## config.mk

```make
export PLATFORM = sky130hd
export DESIGN_NAME = vga_frame_ctrl_flat
export DESIGN_NICKNAME = d
export VERILOG_FILES = /design/src/rtl/vga_frame_ctrl_if.sv /design/src/rtl/vga_frame_ctrl.sv /design/src/flat_wrapper.sv
export SDC_FILE = /design/constraint.sdc
export NUM_CORES = 1
export LEC_CHECK = 0
export ABC_AREA = 1
export CAP_MARGIN = 15
export CORE_UTILIZATION = 55
export CTS_CLUSTER_SIZE = 14
export DETAILED_ROUTE_END_ITERATION = 6
export PLACE_DENSITY_LB_ADDON = 0.25
export SLEW_MARGIN = 20
export SYNTH_ARGS = -nofsm -noshare
export SYNTH_HDL_FRONTEND = slang
export SYNTH_SLANG_ARGS = --single-unit
```

## constraint.sdc

```tcl
create_clock -name clk -period 2 [get_ports clk]
set_input_delay 0.6 -clock clk [delete_from_list [all_inputs] [get_ports clk]]
set_output_delay 0.6 -clock clk [all_outputs]
set_load 0.02 [all_outputs]
```

## src/rtl/vga_frame_ctrl_if.sv

```systemverilog
// vga_frame_ctrl_if: control/status bundle between the game logic, the VGA driver and vga_frame_ctrl
// Signals (named from the controller's point of view):
//   en_i        run request from game FSM
//   pause_i     suppress update requests while high
//   v_sync_i    driver field sync, active low
//   disp_i      driver active-display flag
//   upd_done_i  update logic finished (pulse or level)
//   vga_en_o    enable to VGA driver
//   frame_tick_o one-cycle pulse at vblank entry
//   upd_req_o   update window open (level)
//   swap_o      one-cycle frame-buffer swap pulse
//   overrun_o   sticky, update missed its window
//   frame_cnt_o count of vblank entries, wraps
// Modports: slave = controller side, master = surrounding system side.
interface vga_frame_ctrl_if #(
   parameter int FRAME_CNT_W = 16
);
   logic                   en_i;
   logic                   pause_i;
   logic                   v_sync_i;
   logic                   disp_i;
   logic                   upd_done_i;
   logic                   vga_en_o;
   logic                   frame_tick_o;
   logic                   upd_req_o;
   logic                   swap_o;
   logic                   overrun_o;
   logic [FRAME_CNT_W-1:0] frame_cnt_o;
   modport slave (
      input  en_i, pause_i, v_sync_i, disp_i, upd_done_i,
      output vga_en_o, frame_tick_o, upd_req_o, swap_o, overrun_o, frame_cnt_o
   );
   modport master (
      output en_i, pause_i, v_sync_i, disp_i, upd_done_i,
      input  vga_en_o, frame_tick_o, upd_req_o, swap_o, overrun_o, frame_cnt_o
   );
endinterface

```

## src/rtl/vga_frame_ctrl.sv

```systemverilog
// vga_frame_ctrl: frame-level sequencer that enables the VGA driver, opens a game-update window in vblank and times the buffer swap
// Ports:
//   clk  pixel clock shared with the VGA driver
//   rst  asynchronous active-high reset
//   bus  vga_frame_ctrl_if.slave (en_i, pause_i, v_sync_i, disp_i, upd_done_i in;
//        vga_en_o, frame_tick_o, upd_req_o, swap_o, overrun_o, frame_cnt_o out, all registered)
// Optional feature: define VGA_OVERRUN_RETRY_EN to keep a late update request alive through
// the active display instead of dropping it; the default build drops it.
module vga_frame_ctrl #(
   parameter int V_DISP_LINES = 480,
   parameter int LINE_W       = 10,
   parameter int FRAME_CNT_W  = 16
) (
   input logic             clk,
   input logic             rst,
   vga_frame_ctrl_if.slave bus
);
   localparam logic [1:0] S_IDLE   = 2'd0;
   localparam logic [1:0] S_ACTIVE = 2'd1;
   localparam logic [1:0] S_UPDATE = 2'd2;
   localparam logic [1:0] S_READY  = 2'd3;
   localparam logic [LINE_W-1:0] LAST_LINE = LINE_W'(V_DISP_LINES - 1);
   logic [1:0]             state_q, state_d;
   logic [LINE_W-1:0]      line_q, line_d;
   logic [FRAME_CNT_W-1:0] frame_q, frame_d;
   logic                   disp_q, vs_q;
   logic                   vga_en_q, vga_en_d;
   logic                   tick_q, tick_d;
   logic                   req_q, req_d;
   logic                   swap_q, swap_d;
   logic                   ovr_q, ovr_d;
   logic                   disp_fall, disp_rise, vs_fall, count_en, vblank;
   // edges compare the live input against last cycle's sample
   assign disp_fall = disp_q & ~bus.disp_i;
   assign disp_rise = ~disp_q & bus.disp_i;
   assign vs_fall   = vs_q & ~bus.v_sync_i;
`ifdef VGA_OVERRUN_RETRY_EN
   // a retried update keeps the window open into the active region, so lines keep counting
   assign count_en = state_q != S_IDLE;
`else
   assign count_en = state_q == S_ACTIVE;
`endif
   // falling edge of the last visible line marks vblank entry
   assign vblank = count_en & disp_fall & (line_q == LAST_LINE);
   always_comb begin
      state_d  = state_q;
      line_d   = line_q;
      frame_d  = frame_q;
      vga_en_d = vga_en_q;
      tick_d   = 1'b0;
      req_d    = req_q;
      swap_d   = 1'b0;
      ovr_d    = ovr_q;
      if (count_en && disp_fall) begin
         line_d  = vblank ? '0 : line_q + LINE_W'(1);
         frame_d = vblank ? frame_q + FRAME_CNT_W'(1) : frame_q;
         tick_d  = vblank;
      end
      case (state_q)
         S_IDLE: begin
            state_d  = S_ACTIVE;
            vga_en_d = 1'b1;
         end
         S_ACTIVE: begin
            if (vblank && !bus.pause_i) begin
               state_d = S_UPDATE;
               req_d   = 1'b1;
            end
         end
         S_UPDATE: begin
            // next frame's display starting beats a same-cycle done
            if (disp_rise) begin
               ovr_d = 1'b1;
`ifndef VGA_OVERRUN_RETRY_EN
               req_d   = 1'b0;
               state_d = S_ACTIVE;
`endif
            end else if (bus.upd_done_i) begin
               req_d   = 1'b0;
               state_d = S_READY;
            end
         end
         S_READY: begin
            if (vs_fall) begin
               swap_d  = 1'b1;
               state_d = S_ACTIVE;
            end else if (disp_rise) begin
               // display resumed before the sync that should carry the swap
               ovr_d = 1'b1;
`ifndef VGA_OVERRUN_RETRY_EN
               state_d = S_ACTIVE;
`endif
            end
         end
      endcase
      // dropping the run request overrides everything and clears the frame history
      if (!bus.en_i) begin
         state_d  = S_IDLE;
         line_d   = '0;
         frame_d  = '0;
         vga_en_d = 1'b0;
         tick_d   = 1'b0;
         req_d    = 1'b0;
         swap_d   = 1'b0;
         ovr_d    = 1'b0;
      end
   end
   always_ff @(posedge clk or posedge rst) begin
      if (rst) begin
         state_q  <= S_IDLE;
         line_q   <= '0;
         frame_q  <= '0;
         disp_q   <= 1'b0;
         vs_q     <= 1'b0;
         vga_en_q <= 1'b0;
         tick_q   <= 1'b0;
         req_q    <= 1'b0;
         swap_q   <= 1'b0;
         ovr_q    <= 1'b0;
      end else begin
         state_q  <= state_d;
         line_q   <= line_d;
         frame_q  <= frame_d;
         disp_q   <= bus.disp_i;
         vs_q     <= bus.v_sync_i;
         vga_en_q <= vga_en_d;
         tick_q   <= tick_d;
         req_q    <= req_d;
         swap_q   <= swap_d;
         ovr_q    <= ovr_d;
      end
   end
   assign bus.vga_en_o     = vga_en_q;
   assign bus.frame_tick_o = tick_q;
   assign bus.upd_req_o    = req_q;
   assign bus.swap_o       = swap_q;
   assign bus.overrun_o    = ovr_q;
   assign bus.frame_cnt_o  = frame_q;
endmodule

```

## src/flat_wrapper.sv

```systemverilog
// flat-port wrapper written by rule: the top's interface ports become plain ports
module vga_frame_ctrl_flat 
#(
   parameter int V_DISP_LINES = 480,
   parameter int LINE_W       = 10,
   parameter int FRAME_CNT_W  = 16
)
  (clk, rst, bus_en_i, bus_pause_i, bus_v_sync_i, bus_disp_i, bus_upd_done_i, bus_vga_en_o, bus_frame_tick_o, bus_upd_req_o, bus_swap_o, bus_overrun_o, bus_frame_cnt_o);
  vga_frame_ctrl_if #(.FRAME_CNT_W(FRAME_CNT_W)) bus_i ();
  input logic clk;
  input logic rst;
  input wire logic [$bits(bus_i.en_i)-1:0] bus_en_i;
  input wire logic [$bits(bus_i.pause_i)-1:0] bus_pause_i;
  input wire logic [$bits(bus_i.v_sync_i)-1:0] bus_v_sync_i;
  input wire logic [$bits(bus_i.disp_i)-1:0] bus_disp_i;
  input wire logic [$bits(bus_i.upd_done_i)-1:0] bus_upd_done_i;
  output wire logic [$bits(bus_i.vga_en_o)-1:0] bus_vga_en_o;
  output wire logic [$bits(bus_i.frame_tick_o)-1:0] bus_frame_tick_o;
  output wire logic [$bits(bus_i.upd_req_o)-1:0] bus_upd_req_o;
  output wire logic [$bits(bus_i.swap_o)-1:0] bus_swap_o;
  output wire logic [$bits(bus_i.overrun_o)-1:0] bus_overrun_o;
  output wire logic [$bits(bus_i.frame_cnt_o)-1:0] bus_frame_cnt_o;
  assign bus_i.en_i = bus_en_i;
  assign bus_i.pause_i = bus_pause_i;
  assign bus_i.v_sync_i = bus_v_sync_i;
  assign bus_i.disp_i = bus_disp_i;
  assign bus_i.upd_done_i = bus_upd_done_i;
  assign bus_vga_en_o = bus_i.vga_en_o;
  assign bus_frame_tick_o = bus_i.frame_tick_o;
  assign bus_upd_req_o = bus_i.upd_req_o;
  assign bus_swap_o = bus_i.swap_o;
  assign bus_overrun_o = bus_i.overrun_o;
  assign bus_frame_cnt_o = bus_i.frame_cnt_o;
  vga_frame_ctrl #(.V_DISP_LINES(V_DISP_LINES), .LINE_W(LINE_W), .FRAME_CNT_W(FRAME_CNT_W)) u_core (.clk(clk), .rst(rst), .bus(bus_i));
endmodule
```

==> metrics.md <==
| Metric | Value |
|---|---|
| Run status | `finished clean` |
| Max Root-Sink Buffers | `2` |
| Distinct cells, synth | `28` |
| Type of the tightest min-delay check | `flop to flop` |
| CP max stage cell | `clkdlybuf4s50_1` |
| Post-synth ARST share | `1.00` |
| Post-Syn Instances | `307` |
| CP Capture Type | `output port` |
| Global route total overflow | `0` |
| Combined buffer and inverter count along the critical path | `1` |
| Drt via density | `5.19` |
| Highest attainable clock frequency | `506 MHz` |
| Max IR drop VDD | `682 µV` |
| CP max FO | `6` |
| Std-Cell Rows | `22` |
| Setup-failing EPs final | `0` |
| CTS buffer count | `5` |
| Fraction of post-synthesis cell area in the top cell type by area | `0.408` |
| Vias | `2038` |
| Chip Height | `between 60 and 70 µm` |
| Worst Slack Setup Final | `24.3 ps` |
| Count of hold-fix buffers inserted at cts | `0` |
| WL final | `4640 µm` |
| Biggest area consumer among synthesized cells | `dfrtp_1` |
| Ys flop type | `dfrtp_1` |
| Worst slack at placement | `-0.968 ps` |
| Routability-driven placement congestion ratio | `0.838` |
| Setup TNS | `0 ps` |
| Number of warning messages in the yosys log | `0` |
| Detailed-router iteration count before antenna repair | `4` |
| PnR Total Power | `between 0.0015 and 0.002 W` |
| Average cell area after synthesis | `between 6 and 7 µm²` |
| Clock-pin slew of the registers on the worst-case setup and hold paths | `about 70 ps` |
| Wire length of the first global-routing pass | `8090 µm` |
| Number of pins with negative max-slew slack in the final report | `0` |
| Post-route ant nets | `0` |
| Beginning of the critical path | `u_core.bus.frame_cnt_o[3]` |
| Post-cts repair resize count | `1` |
| Clock Sinks | `35` |
| Number of register bits inferred by synthesis | `35` |
| Number of fill cells in the layout | `321` |
| Postcts setup bufs | `0` |
| Proportion of synthesized chip area in sequential cells | `0.408` |
| Power density relative to cell area | `~620 nW/µm²` |
| Fraction of final layout cells with drive strength greater than 1 | `0.0754` |
| Number of antenna violations at the first check in global routing | `0` |
| Startpoint class of the critical path | `flop` |
| Syn Nets | `321` |
| Clock period minus worst slack | `1980 ps` |
| Cell-by-cell listing of the critical path | `clkdlybuf4s50_1` |
| Largest net degree at the start of global routing | `36` |
| Worst slew margin relative to its limit | `0.711` |
| WP data arrival | `about 1400 ps` |
| Slew at the pin with the worst max-slew slack | `roughly 430 ps` |
| Leakage power of the design | `1.37 nW` |
| Combined area of all synthesized cells | `roughly 2100 µm²` |
| Clock H-tree levels | `2` |
| Antenna Cells | `0` |
| Core Box Area | `3720 µm²` |
| Area of all placed cells without fillers | `2610 µm²` |
| Initial Utilization | `0.578` |
| Global-route usage over all layers | `0.250` |
| Total cell area at the placement stage | `around 2500 µm²` |
| Number of flops mapped to enable cells by yosys | `0` |
| Average wire length per cell after detail routing | `11.8 µm` |
| Largest stage delay, worst path | `around 640 ps` |
| Post-DP HPWL | `around 3500 µm` |
| Placed cell count | `around 390` |
| Area of the die | `4160 µm²` |
| Number of remaining DRC errors | `0` |
| Area overhead of the layout relative to synthesis | `21.4%` |
| Number of max-cap violations | `0` |
| Clock Skew | `~3.2 ps` |
| Endpoints failing hold | `0` |
| Max reg flops | `16` |
| Clock tree from TritonCTS | `done` |
| Final nets | `359` |
| Worst Path Required | `approximately 1400 ps` |
| Number of global-route vias before repair | `1898` |
| R2R Path Start | `u_core.state_q[1]` |
| Clock tree root buffer cell | `clkbuf_8` |
| Fin cells | `slightly below 400` |
| Most area-consuming cells after synthesis | `dfrtp_1 (41%), nand2_1 (17%), nor2_1 (7.9%), inv_1 (7.0%), nand3_1 (5.8%)` |
| Skew-Pair Late Insertion Delay | `280 ps` |
| Die width | `64.5 µm` |
| Period utilization | `0.988` |
| IO Pins | `28` |
| Hold path start | `u_core.bus.upd_req_o` |
| Start-to-end type of the worst setup path | `flop to output port` |
| Worst path top cell family by delay | `buffers and inverters` |
| IO buf count | `27` |
| 1st-iter DRT viols | `162` |
-- layout by cell type (no fill, tap or decap), types with 2 or more instances in the layout --
| cell | instances |
|---|---|
| ha_1 | 7 |
| clkbuf_8 | 6 |
| a21oi_1 | 5 |
| a31oi_1 | 2 |
| nor2_1 | 45 |
| inv_1 | 40 |
| o21ai_0 | 12 |
| nand4_1 | 10 |
| nand2_1 | 96 |
| dlymetal6s2s_1 | 6 |
| nor3_1 | 4 |
| o21bai_1 | 2 |
| clkdlybuf4s50_1 | 20 |
| nand3_1 | 25 |
| xor2_1 | 4 |
| dfrtp_1 | 35 |
| buf_4 | 9 |
| nand2_2 | 3 |
| nor2_2 | 3 |
-- worst paths after layout --
check,slack [ps],end,cells after the start
max,20,bus_frame_cnt_o[3],1
min,480,u_core.bus.upd_req_o,2
max reg2reg,270,u_core.bus.frame_cnt_o[0],10
min reg2reg,480,u_core.bus.upd_req_o,2
max in group asynchronous,990,u_core.bus.frame_cnt_o[9],3
min in group asynchronous,710,u_core.line_q[7],3
-- routing by layer --
| metal | GRT usage | wire length, µm | part of all wire | up-vias |
|---|---|---|---|---|
| met3 | 0.0528 | 147 | 0.032 | 7 |
| met2 | 0.426 | 2260 | 0.49 | 40 |
| li1 | - | - | - | 1042 |
| met5 | 0 | 0 | 0 | - |
| met4 | 0.0861 | 51 | 0.011 | 0 |
| met1 | 0.314 | 2180 | 0.47 | 949 |
-- through the flow --
step | utilization | hold slack, ps
2_1_floorplan | - | 490
3_3_place_gp | 0.674 | 456
3_5_place_dp | 0.674 | 472
4_1_cts | 0.698 | 487
5_1_grt | 0.702 | 506
6_report | 0.702 | 482
-- cells by family after synthesis --
kind of cell,after synthesis,synth area share
adder cells (fa/ha/maj),7,0.0408
flip-flops,35,0.408
buffers and inverters,46,0.0897
AO/OA/AOI/OAI,25,0.0664
AND/OR/NAND/NOR,190,0.379
XOR/XNOR,4,0.0163
-- cells in the mapped netlist, types with 2 or more instances --
library cell  count
ha_1              7
xor2_1            4
nand2_1          96
a21oi_1           5
inv_1            40
nand4_1          10
dfrtp_1          35
a31oi_1           2
nor2_1           45
o21bai_1          2
nor3_1            4
buf_6             2
nand2_2           3
o21ai_0          12
nand3_1          25
nor2_2            3
-- cell type report --
class	instances	area (µm²)	share of cell area
inverter	41	154	0.0590
timing repair buffer	36	352	0.135
multi-input combinational	226	1080	0.414
clock buffer	6	82.6	0.0317
sequential	35	876	0.336
tap	48	60.1	0.0230
clock inverter	1	5.00	0.00192
-- power by group --
part	internal [W]	switching [W]
Clock	0.000270	0.000245
Combinational	0.000127	0.000183
Sequential	0.000747	0.0000351
Total	0.00114	0.000463
Power figures use the tool's default switching activity.
